$ cat config.mk
export PLATFORM = sky130hd
export DESIGN_NAME = count_bcd_split
export DESIGN_NICKNAME = d
export VERILOG_FILES = /design/src/rtl/count_bcd_split.sv
export SDC_FILE = /design/constraint.sdc
export NUM_CORES = 1
export LEC_CHECK = 0
export CELL_PAD_IN_SITES_DETAIL_PLACEMENT = 2
export CELL_PAD_IN_SITES_GLOBAL_PLACEMENT = 2
export CORE_UTILIZATION = 44
export DETAILED_ROUTE_END_ITERATION = 16
export DONT_BUFFER_PORTS = 1
export GPL_TIMING_DRIVEN = 1
export PLACE_DENSITY = 0.9
export REMOVE_ABC_BUFFERS = 1
export SLEW_MARGIN = 20
export SYNTH_ARGS = -nofsm -noshare
export SYNTH_HDL_FRONTEND = slang
export SYNTH_SLANG_ARGS = --single-unit
$ cat constraint.sdc
create_clock -name clk -period 20.2 [get_ports clk]
set_clock_uncertainty 0.1 [all_clocks]
set_input_delay 6.06 -clock clk [delete_from_list [all_inputs] [get_ports clk]]
set_output_delay 6.06 -clock clk [all_outputs]
set_load 0.02 [all_outputs]
$ cat src/rtl/count_bcd_split.sv
// count_bcd_split: frame-synchronous binary-to-BCD converter for the
// seven-segment overlay renderers. A frame_tick captures the count, a
// serial shift-add-3 loop converts it over W cycles, and the digits are
// published in a single update cycle so they never change mid-frame.
// Optional leading-zero mask: define COUNT_BCD_BLANK_EN to drive `blank`;
// otherwise `blank` is tied to zero.
module count_bcd_split #(
  parameter int W    = 30,
  parameter int NDIG = 10
) (
  input  logic              clk,
  input  logic              reset,
  input  logic              frame_tick,
  input  logic [W-1:0]      value,
  output logic [4*NDIG-1:0] digits,
  output logic              valid,
  output logic              busy,
  output logic              update,
  output logic              ovf,
  output logic [NDIG-1:0]   blank
);

  localparam int NINT = (W + 2) / 3;
  // Accumulator is widened so every displayed digit has a nibble even for small W.
  localparam int NACC = (NINT > NDIG) ? NINT : NDIG;
  localparam int AW   = 4 * NACC;
  localparam int CW   = $clog2(W + 1);

  typedef enum logic [1:0] {IDLE, SHIFT, LOAD} state_t;

  state_t              state;
  logic [W-1:0]        shreg;
  logic [AW-1:0]       acc;
  logic [CW-1:0]       cnt;
  logic [AW-1:0]       acc_c;
  logic [4*NDIG-1:0]   dsat;
  logic                ovf_n;

  // Add 3 to every nibble >= 5, all judged on the pre-shift value.
  function automatic logic [AW-1:0] add3(input logic [AW-1:0] a);
    logic [AW-1:0] r;
    r = a;
    for (int i = 0; i < NACC; i++) begin
      if (a[4*i +: 4] >= 4'd5) r[4*i +: 4] = a[4*i +: 4] + 4'd3;
    end
    return r;
  endfunction

  // Any nonzero nibble above the displayed digits means the count does not fit.
  function automatic logic high_nz(input logic [AW-1:0] a);
    logic nz;
    nz = 1'b0;
    for (int i = NDIG; i < NACC; i++) begin
      if (a[4*i +: 4] != 4'd0) nz = 1'b1;
    end
    return nz;
  endfunction

  // Saturate to all nines on overflow, otherwise pass the low digits through.
  function automatic logic [4*NDIG-1:0] sat_digits(input logic [AW-1:0] a);
    if (high_nz(a)) return {NDIG{4'h9}};
    return a[4*NDIG-1:0];
  endfunction

  assign acc_c = add3(acc);
  assign dsat  = sat_digits(acc);
  assign ovf_n = high_nz(acc);

  // Capture on tick, iterate W shift-add-3 steps, then publish in LOAD.
  always_ff @(posedge clk) begin
    if (reset) begin
      state  <= IDLE;
      busy   <= 1'b0;
      valid  <= 1'b0;
      update <= 1'b0;
      ovf    <= 1'b0;
      digits <= '0;
    end else begin
      update <= 1'b0;
      case (state)
        IDLE: begin
          if (frame_tick) begin
            shreg <= value;
            acc   <= '0;
            cnt   <= CW'(W);
            busy  <= 1'b1;
            state <= SHIFT;
          end
        end
        SHIFT: begin
          acc   <= {acc_c[AW-2:0], shreg[W-1]};
          shreg <= {shreg[W-2:0], 1'b0};
          cnt   <= cnt - 1'b1;
          if (cnt == CW'(1)) state <= LOAD;
        end
        LOAD: begin
          digits <= dsat;
          ovf    <= ovf_n;
          valid  <= 1'b1;
          update <= 1'b1;
          busy   <= 1'b0;
          state  <= IDLE;
        end
        default: state <= IDLE;
      endcase
    end
  end

`ifdef COUNT_BCD_BLANK_EN
  // blank[i] set when digit i and every higher digit are zero; digit 0 always shown.
  function automatic logic [NDIG-1:0] lz_mask(input logic [4*NDIG-1:0] d,
                                              input logic ov);
    logic [NDIG-1:0] m;
    logic            z;
    m = '0;
    z = 1'b1;
    if (!ov) begin
      for (int i = NDIG - 1; i >= 1; i--) begin
        z    = z & (d[4*i +: 4] == 4'd0);
        m[i] = z;
      end
    end
    return m;
  endfunction

  // Leading-zero mask is registered alongside the digits it describes.
  always_ff @(posedge clk) begin
    if (reset) blank <= '0;
    else if (state == LOAD) blank <= lz_mask(dsat, ovf_n);
  end
`else
  assign blank = '0;
`endif

endmodule

* Word level (Yosys, flattened, before mapping)
Index checks and enable logic that the tools add are counted.
** Operators by class
- Reductions and logical operators :: 6
- Order comparisons :: 10
- Add/subtract/negate cells :: 11
- Multiplexer cells :: 22
- Equal/unequal tests :: 5
- Bitwise gates (word level) :: 1
** Operators with widths (count)
- $pmux 40 s2 :: 1
- $pmux 30 s2 :: 1
- $ge 4x3->1 const B :: 10
- $mux 40 :: 1
- $add 4x2->4 const B :: 9
- $mux 4 :: 9
- $mux 30 :: 1
- $pmux 5 s2 :: 1
- $eq 5x1->1 const B :: 1
- $mux 5 :: 1
- $sub 5x1->5 const B :: 1
- $mux 2 :: 2
- $ne 2x2->1 const B :: 2
- $pmux 2 s2 :: 1
- $reduce_and 2->1 :: 2
- $reduce_bool 2->1 :: 2
- $add 3x2->3 const B :: 1
- $mux 3 :: 1
- $reduce_and 3->1 :: 1
- $eq 2x1->1 const B :: 1
- $eq 2x2->1 const B :: 1
- $logic_not 2->1 :: 1
- $mux 1 :: 2
- $pmux 1 s2 :: 1
- $not 1->1 :: 1
** Storage, ports and cells
- Output and inout bits :: 54
- Input bits :: 33
- Register bits after elaboration :: 120
- Logic and storage cells :: 63

* Depth between registers and ports, before layout
Gate-level depths: netlist (run 1).
- Word-level depth :: 3
- Mapped depth :: 5
- Mapped depth without buffers :: 5

* Least setup slack after synthesis (run 1)
OpenSTA, ideal clock, no wires.
- Path type :: input-to-reg
- From :: in reset
- To :: reg acc[0], enable pin
- Data required time :: 19.499 ns
- Library setup time :: 0.601 ns
- Arrival time :: 11.226 ns
- Buffers on the path :: 0
- Stages on the path :: 1
- Slack :: 8.272 ns
- Path through :: nor3_1
** On the way
- Longest elaborated chain between the ends :: 2
** Ends and longest elaborated chain
- from (decl) :: line 12 : input logic reset,
- $not 1->1 (no source line)
- $reduce_and 3->1 (no source line)
- to (signal assigned) :: line 91 : acc <= {acc_c[AW-2:0], shreg[W-1]};
- to (decl) :: line 33 : logic [AW-1:0] acc;
Every way passes these cells.
A chain may end at the register's enable or synchronous reset.

* Worst setup path after layout (run 1)
- From :: in frame_tick
- To :: reg acc[19], enable pin
** On the way
- Longest elaborated chain between the ends :: 2
** Ends and longest elaborated chain
- from (decl) :: line 13 : input logic frame_tick,
- $ne 2x2->1 (no source line)
- $reduce_and 3->1 (no source line)
Every way passes these cells.

==> flow_metrics.py, run 1 <==
metrics = {
    "global_route": {
        "grt-ovfl-total": 0,
        "grt_max_degree": 77,
        "grt_pass1_wl_mm": 20.9,
        "grt_pass1_vias": 4002,
        "grtUsageTotal_pct": 22.3,
        "antenna_found_initial": 0,
    },
    "layout": {
        "area.growth.synth_to_final_pct": 11.7,
        "fin_area_mm2": 0.00601,
        "layout_commonest_cell": "nand2_1",
        "final_layout_size_suffix_gt1_share_pct": 8.40,
        "nets": 554,
        "layout.cells.non_filler": 659,
        "final_util_pct": 50.2,
        "diodes": 0,
        "mostFrequentLayoutCells": "130 x nand2_1, 75 x edfxtp_1, 45 x dfxtp_1",
        "num-fill-cells": 1241,
    },
    "sta": {
        "max_freq_ghz": 0.140,
        "fin_crit_ps": 7140,
        "final-setup-viol-count": 0,
        "hold_viol": 0,
        "tns_ps": 0,
        "final_max_slew_viol_count": 0,
        "post-route-period-util_pct": 35.4,
        "relSlewSlack_pct": 30.2,
        "worst_pin_slew_ps": 1050,
        "rsz0062_at_grt": "no",
    },
    "drt": {
        "vias_per_cell": 5.45,
        "routed.top_layer": "met4",
        "dr.pass1.iters": 4,
        "drtIter0Drc": 124,
        "drc": 0,
        "wl_met3_um": 579,
        "dr_wl_met2_mm": 7.07,
        "ant_nets": 0,
        "wl_met1_mm": 5.16,
        "num_vias": 3594,
        "drt_wl_total_mm": 13.0,
        "drt-wirelength-per-cell_um": 19.7,
    },
    "clock_network": {
        "cts_tree": "built",
        "clkLatencyLatePin_ps": 420,
        "cts_hold_repair.buffers": 0,
        "cts_sinks": 120,
        "post_cts_buffers": 0,
        "clk_pin_slew_ps": 50,
        "htreeDepth": 4,
        "clock_path_buffers": 2,
        "cts_resized": 0,
        "cts_made_buffers": 17,
        "root_buffer": "clkbuf_16",
    },
    "floorplanning": {
        "die_area_mm2": 0.0127,
        "core_area_mm2": 0.0120,
        "io_pins": 87,
        "die_h_um": 113,
        "row_count": 40,
        "die_w_um": 113,
        "start_util_pct": 45.0,
    },
    "outcome": {
        "outcome": "finished clean",
    },
    "setup_path": {
        "worstSetupPathType": "in -> reg",
        "rr_startpoint": "state[1]",
        "reg2reg_depth": 4,
        "critPathLaunchType": "input port",
        "cp_max_fo": 76,
        "arrival_ps": 7080,
        "cpPeakStageDelay_ps": 780,
        "critPathRequiredTime_ps": 20140,
        "cp-end-kind": "register",
        "crit_path_top_delay_cell": "buf_4",
        "cp_num_cells": 3,
        "cp-startpoint": "frame_tick",
        "path_cells": "nor2_1, nor3_2, buf_4",
        "cp_top_family": "buffers and inverters",
        "cp_num_buf_inv": 1,
    },
    "placed_design": {
        "globalplace.congestion": 0.726,
        "placed_cells": 626,
        "postPlaceCellArea_mm2": 0.00543,
        "placement.io_buffers": 0,
        "dp_hpwl_mm": 8.13,
    },
    "yosys": {
        "syn_inst": 499,
        "ys_seq_area_share_pct": 58.6,
        "ys_ff_latch": 120,
        "ys_warn_count": 0,
        "async_flop_share_pct": 0,
        "synth_cell_types": 28,
        "synth_enable_flop_cells": 75,
        "syn_area_per_cell_um2": 10.8,
        "syn_area_mm2": 0.00538,
        "synthFlopType": "edfxtp_1",
    },
    "power": {
        "pwr-share-seq_pct": 46.3,
        "power_frac_comb_pct": 7.2,
        "power.share.switching_pct": 23.3,
        "ir_worst_vdd_mv": 0.0553,
        "clkPwrFrac_pct": 46.5,
        "p_leak_uw": 0.00248,
        "power_density_mw_per_mm2": 102,
        "netSwitchingPower_uw": 143,
        "p_int_uw": 470,
        "finalPower_uw": 613,
    },
    "flow_run": {
        "drv_cap": 0,
    },
    "worst_hold_path": {
        "worstHoldStart": "shreg[4]",
        "min_path_type": "reg -> reg",
        "min_path_cells": 2,
    },
}
==> flip-flops by register name (all words and copies together) (netlist names) <==
register	flops
acc	40
digits	40
shreg	30
cnt	5
state	2
busy	1
update	1
valid	1
==> final timing paths <==
kind / end / slack [ps]
max reg2reg: acc[10] / 18150
min reg2reg: shreg[5] / 410
min: shreg[5] / 410
max: acc[19] / 13060
==> cell usage after synthesis, types with 2 or more instances <==
master	number	area share, %
mux2_2	9	1.9
a21o_1	2	0.28
dfxtp_1	45	17
buf_4	13	1.8
buf_2	17	1.6
nand2b_1	11	1.3
mux2i_1	10	1.9
nor2_1	31	2.2
edfxtp_1	75	42
nor3_1	11	1.0
and2_1	2	0.23
ha_1	22	5.1
a22o_1	40	6.5
and3_1	2	0.23
inv_1	23	1.6
o21ai_0	10	0.93
xor2_1	9	1.5
buf_6	4	0.84
a211oi_1	2	0.28
a21oi_1	21	2.0
nor2b_1	3	0.35
nand2_1	130	9.1
xnor2_1	2	0.33
==> tightest hold or removal path, stage by stage (launching register included) <==
cell      delay, ps
edfxtp_1        310
nand2_1          50
nand2_1          50
==> area by class of cell <==
class / count / area, um2 / share of cell area (%)
Inverter: 24 / 90.1 / 1.50
Tap cell: 147 / 184 / 3.06
Clock inverter: 1 / 5.00 / 0.0833
Clock buffer: 31 / 549 / 9.14
Sequential cell: 120 / 3150 / 52.5
Multi-Input combinational cell: 331 / 1970 / 32.8
Timing Repair Buffer: 5 / 57.6 / 0.958
==> cells by family (layout without fill, tap and decap cells) <==
group / Yosys count / count (layout) / share of synthesized area (%)
AOI/OAI and AO/OA: 76 / 76 / 10.1
xor gates and xnor gates: 11 / 11 / 1.79
adders and majority gates: 22 / 22 / 5.12
buffers and inverters: 58 / 61 / 5.91
DFF: 120 / 120 / 58.6
muxes: 19 / 19 / 3.74
other: 1 / 11 / 0.0697
and+or+nand+nor: 192 / 192 / 14.7
==> power groups by stage <==
stage	sequential, uW	combinational (uW)	clock [uW]
CTS	284	44.6	292
global route	285	50.2	301
finish	283	44.1	285
detailed placement	288	43.9	0
global placement	287	39.4	0
floorplan	286	32.4	0
==> metal layers <==
layer,vias to the layer above,global-route usage (%)
met2,76,41.0
met4,0,7.82
li1,1684,-
met5,-,0
met3,17,7.83
met1,1817,23.3
==> through the flow <==
stage | setup slack, ps | hold slack [ps]
final | 13060 | 408
after global routing | 13010 | 428
after CTS | 13090 | 418
after detailed placement | 12660 | 404
after global placement | 12680 | 389
after floorplan | 8270 | 379
Note: power is estimated with default switching activity, not from simulation.
==> inputs of run 2 (changes only) <==
- CORE_UTILIZATION: 44 -> 41
- PLACE_DENSITY: 0.9 -> 0.85
- clock period: 20.2 -> 6.7 ns (I/O delays scaled with it)
==> run 2 against run 1 <==
Against the previous run:
- sequential power increased to 3.0 times the previous value
- count of clock-buffer cells in the layout decreased by 1
- via count decreased by 1.4%
- routed wire length decreased by 4.3%
- flip-flop and latch count unchanged
- highest routed layer unchanged
- cell count increased by 3.8%
- non-clock buffer count unchanged
- total power increased to 3.0 times the previous value
- largest power group is now sequential cells
- die area increased by 7.2%
- setup slack got worse by 9400 ps
- first-iteration DRC count increased by 26%
==> flow_metrics.py, run 2 (synthesis gave the netlist of run 1 again) <==
metrics = {
    "sta": {
        "relSlewSlack_pct": 32.7,
        "max_freq_ghz": 0.327,
        "final_max_slew_viol_count": 0,
        "post-route-period-util_pct": 45.6,
        "worst_pin_slew_ps": 1010,
        "hold_viol": 0,
        "rsz0062_at_grt": "no",
        "finalWorstSetupSlack_ps": 3640,
        "final-setup-viol-count": 0,
        "fin_crit_ps": 3060,
    },
    "global_route": {
        "grt_max_degree": 77,
        "grt_pass1_vias": 3921,
        "grt_pass1_wl_mm": 19.9,
        "met2_usage_pct": 37.3,
        "antenna_found_initial": 0,
        "use_met3_pct": 6.28,
        "grt-ovfl-total": 0,
        "grtUsageTotal_pct": 20.0,
        "top_usage_layer": "met2",
        "use_met1_pct": 20.5,
    },
    "placed_design": {
        "placement.io_buffers": 0,
        "placed_cells": 651,
        "dp_slack_ps": 3190,
        "dp_hpwl_mm": 7.68,
        "postPlaceCellArea_mm2": 0.00546,
        "globalplace.congestion": 0.700,
    },
    "drt": {
        "drc": 0,
        "drt_wl_total_mm": 12.4,
        "ant_nets": 0,
        "num_vias": 3544,
        "drt-wirelength-per-cell_um": 18.2,
        "dr.pass1.iters": 4,
        "vias_per_cell": 5.18,
        "drtIter0Drc": 156,
    },
    "floorplanning": {
        "die_h_um": 117,
        "row_count": 41,
        "start_util_pct": 42.3,
        "die_w_um": 117,
        "die_area_mm2": 0.0136,
        "core_area_mm2": 0.0127,
        "io_pins": 87,
    },
    "clock_network": {
        "clock_path_buffers": 2,
        "root_buffer": "clkbuf_16",
        "cts_made_buffers": 17,
        "cts_sinks": 120,
        "cts_resized": 0,
        "clkLatencyLatePin_ps": 420,
        "cts_hold_repair.buffers": 0,
        "cts_tree": "built",
        "htreeDepth": 4,
        "clk_pin_slew_ps": 50,
        "post_cts_buffers": 0,
    },
    "layout": {
        "layout_commonest_cell": "nand2_1",
        "nets": 554,
        "fin_area_mm2": 0.00604,
        "final_layout_size_suffix_gt1_share_pct": 8.59,
        "biggestRegsByFlops": "acc: 40 flops, digits: 40 flops, shreg: 30 flops",
        "mostFrequentLayoutCells": "130 x nand2_1, 75 x edfxtp_1, 45 x dfxtp_1",
        "final_util_pct": 47.5,
        "area.growth.synth_to_final_pct": 12.3,
        "layout.cells.non_filler": 684,
        "diodes": 0,
    },
    "setup_path": {
        "crit_path_top_delay_cell": "buf_4",
        "arrival_ps": 2990,
        "critPathRequiredTime_ps": 6640,
        "cpPeakStageDelay_ps": 790,
        "cp-end-kind": "register",
        "worstSetupPathType": "in -> reg",
        "cp_max_fo": 76,
        "path_cells": "nor3_2, buf_4",
        "cp_num_buf_inv": 1,
        "critPathLaunchType": "input port",
        "cp_top_family": "buffers and inverters",
    },
    "worst_hold_path": {
        "min_path_type": "reg -> reg",
    },
    "flow_run": {
        "drv_cap": 0,
    },
    "power": {
        "finalPower_uw": 1840,
        "power_density_mw_per_mm2": 305,
        "p_leak_uw": 0.00248,
        "ir_worst_vdd_mv": 0.172,
    },
    "outcome": {
        "outcome": "finished clean",
    },
}
run 2: cell count changes in the layout (fill, tap and decap cells not counted):
cell,previous run,this run
clkbuf_1,8,7
clkinv_2,1,2
run 2: path summary, 6_finish.rpt:
check | startpoint | endpoint | slack (ps) | cells past startpoint
setup reg to reg | acc[16] | acc[18] | 4660 | 5
setup / recovery | reset | acc[3] | 3640 | 2
hold reg to reg | shreg[4] | shreg[5] | 410 | 2
hold / removal | shreg[4] | shreg[5] | 410 | 2
run 2: per-layer routing:
metal	share of wire, %	vias up
met3	4.4	14
met4	1.7	0
li1	-	1690
met1	39	1762
met5	0	-
met2	54	78
run 2: cell type report:
cell class | instances | area [um2]
Timing Repair Buffer | 5 | 57.6
Multi-Input combinational cell | 331 | 1970
Clock buffer | 30 | 546
Sequential cell | 120 | 3150
Fill cell | 1326 | 6680
Inverter | 24 | 90.1
Tap cell | 172 | 215
Clock inverter | 2 | 10.0
run 2: worst register-to-register path, delay by kind of cell (launching register included):
family | cells | cell delay, ps
flip-flops | 1 | 490
buffers and inverters | 1 | 120
AND/OR/NAND/NOR | 1 | 80
adder cells (fa/ha/maj) | 1 | 220
AO/OA/AOI/OAI | 1 | 400
multiplexers | 1 | 380
run 2: through the flow:
stage          TNS, ps  hold slack [ps]
4_1_cts              0              412
5_1_grt              0              433
2_1_floorplan   -89390              379
3_5_place_dp         0              400
3_3_place_gp         0              393
6_report             0              407
run 2: power by group:
group / total, uW / switching [uW] / leakage, uW / internal, uW
clock network: 854 / 311 / 0.000274 / 543
logic: 132 / 87.7 / 0.00112 / 44.3
registers: 854 / 25.9 / 0.00109 / 828
==> inputs of run 3 (changes only) <==
- CORE_UTILIZATION: 41 -> 37
- PLACE_DENSITY: 0.85 -> 0.82
- clock period: 6.7 -> 2.5 ns (I/O delays scaled with it)
==> run 3 against run 2 <==
Against the previous run:
- sequential share of layout area hardly changed
- setup slack worse by 3100 ps
- critical path depth is 3 higher
- routed wire length is 4.4% lower
- worst hold slack worse by 90 ps
- cell count is 1.2% higher
- non-clock buffer count stayed put
- sequential power grew to 2.7 times the previous value
- largest cell class unchanged
- via count is 1.1% lower
- critical path type is now reg -> reg
- count of clock-buffer cells in the layout stayed put
==> flow_metrics.py, run 3 (synthesis gave the netlist of run 1 again) <==
metrics = {
    "layout": {
        "biggestRegsByFlops": "acc: 40 flops, digits: 40 flops, shreg: 30 flops",
        "final_layout_size_suffix_gt1_share_pct": 8.79,
        "mostFrequentLayoutCells": "130 x nand2_1, 75 x edfxtp_1, 45 x dfxtp_1",
        "diodes": 0,
        "num-fill-cells": 1442,
        "nets": 554,
        "layout_commonest_cell": "nand2_1",
        "fin_area_mm2": 0.00605,
        "area.growth.synth_to_final_pct": 12.4,
    },
    "setup_path": {
        "cp_num_buf_inv": 1,
        "cp_num_cells": 5,
        "critPathLaunchType": "register",
        "cp_top_family": "flip-flops",
        "cp_max_fo": 5,
        "path_cells": "inv_1, ha_1, nand2b_1, a21oi_1, mux2_2",
        "worstSetupPathType": "reg -> reg",
        "cpPeakStageDelay_ps": 450,
        "arrival_ps": 2010,
        "crit_path_top_delay_cell": "edfxtp_1",
        "cp-startpoint": "acc[32]",
        "cp-end-kind": "register",
        "critPathRequiredTime_ps": 2570,
        "reg2reg_depth": 5,
        "rr_startpoint": "acc[32]",
    },
    "clock_network": {
        "cts_hold_repair.buffers": 0,
        "clk_pin_slew_ps": 60,
        "clock_path_buffers": 2,
        "clkLatencyLatePin_ps": 420,
        "cts_resized": 0,
        "cts_tree": "built",
        "cts_sinks": 120,
        "htreeDepth": 4,
        "post_cts_buffers": 0,
        "root_buffer": "clkbuf_16",
        "cts_made_buffers": 17,
    },
    "sta": {
        "worst_pin_slew_ps": 802,
        "tns_ps": 0,
        "hold_viol": 0,
        "fin_crit_ps": 1940,
        "max_freq_ghz": 0.515,
        "relSlewSlack_pct": 46.5,
        "final_max_slew_viol_count": 0,
        "rsz0062_at_grt": "no",
        "post-route-period-util_pct": 77.7,
        "final-setup-viol-count": 0,
    },
    "drt": {
        "drt_wl_total_mm": 11.9,
        "ant_nets": 0,
        "num_vias": 3505,
        "vias_per_cell": 5.07,
        "dr.pass1.iters": 4,
        "drc": 0,
        "drtIter0Drc": 183,
        "drt-wirelength-per-cell_um": 17.2,
    },
    "floorplanning": {
        "die_w_um": 123,
        "row_count": 43,
        "core_area_mm2": 0.0140,
        "die_area_mm2": 0.0150,
        "die_h_um": 123,
        "start_util_pct": 38.3,
        "io_pins": 87,
    },
    "worst_hold_path": {
        "worstHoldStart": "reset",
        "min_path_cells": 1,
        "min_path_type": "in -> reg",
    },
    "placed_design": {
        "postPlaceCellArea_mm2": 0.00550,
        "dp_hpwl_mm": 7.80,
        "globalplace.congestion": 0.730,
        "placement.io_buffers": 0,
    },
    "global_route": {
        "grt_max_degree": 77,
        "grt_pass1_wl_mm": 19.4,
        "antenna_found_initial": 0,
        "grt_pass1_vias": 3827,
        "grtUsageTotal_pct": 17.5,
        "grt-ovfl-total": 0,
    },
    "power": {
        "ir_worst_vdd_mv": 0.480,
        "finalPower_uw": 4880,
        "power_density_mw_per_mm2": 808,
        "p_leak_uw": 0.00248,
    },
    "outcome": {
        "outcome": "finished clean",
    },
    "flow_run": {
        "drv_cap": 0,
    },
}
[run 3: final cells by class]
type | count | area [um2] | area share [%]
Clock buffer | 30 | 534 | 8.84
Clock inverter | 2 | 10.0 | 0.166
Inverter | 24 | 90.1 | 1.49
Multi-Input combinational cell | 331 | 1970 | 32.6
Sequential cell | 120 | 3150 | 52.1
Tap cell | 180 | 225 | 3.72
Timing Repair Buffer | 5 | 62.6 | 1.03
[run 3: stage by stage]
stage,std cells,hold slack (ps),setup WS (ps),util (%)
floorplan,475,379,-4120,-
global route,692,289,439,43.1
finish,692,316,557,43.1
CTS,692,299,539,43.1
detailed placement,660,404,538,39.2
global placement,660,386,627,39.2
[run 3: path summary, 6_finish.rpt]
path | to | slack (ps)
max | acc[34] | 560
min | state[1] | 320
max reg2reg | acc[34] | 560
min reg2reg | shreg[21] | 410
[run 3: worst reg2reg max path, delay by kind of cell (launching register included)]
kind | cells | cell delay, ps
compound gates | 1 | 340
fa+ha+maj | 1 | 220
buf+inv | 1 | 120
flops | 1 | 450
mux | 1 | 400
simple gates | 1 | 70
[run 3: power by group]
| part | switching [uW] | total [uW] | internal [uW] |
|---|---|---|---|
| combinational | 231 | 353 | 122 |
| sequential | 66.1 | 2280 | 2220 |
| clock | 825 | 2250 | 1420 |
| total | 1120 | 4880 | 3760 |
[run 3: routing by layer]
layer / part of all wire, % / GRT usage [%] / vias to the layer above
met2: 52 / 30.6 / 78
li1: - / - / 1683
met5: 0 / 0 / -
met4: 1.4 / 6.86 / 0
met1: 40 / 18.1 / 1733
met3: 6.5 / 7.85 / 11
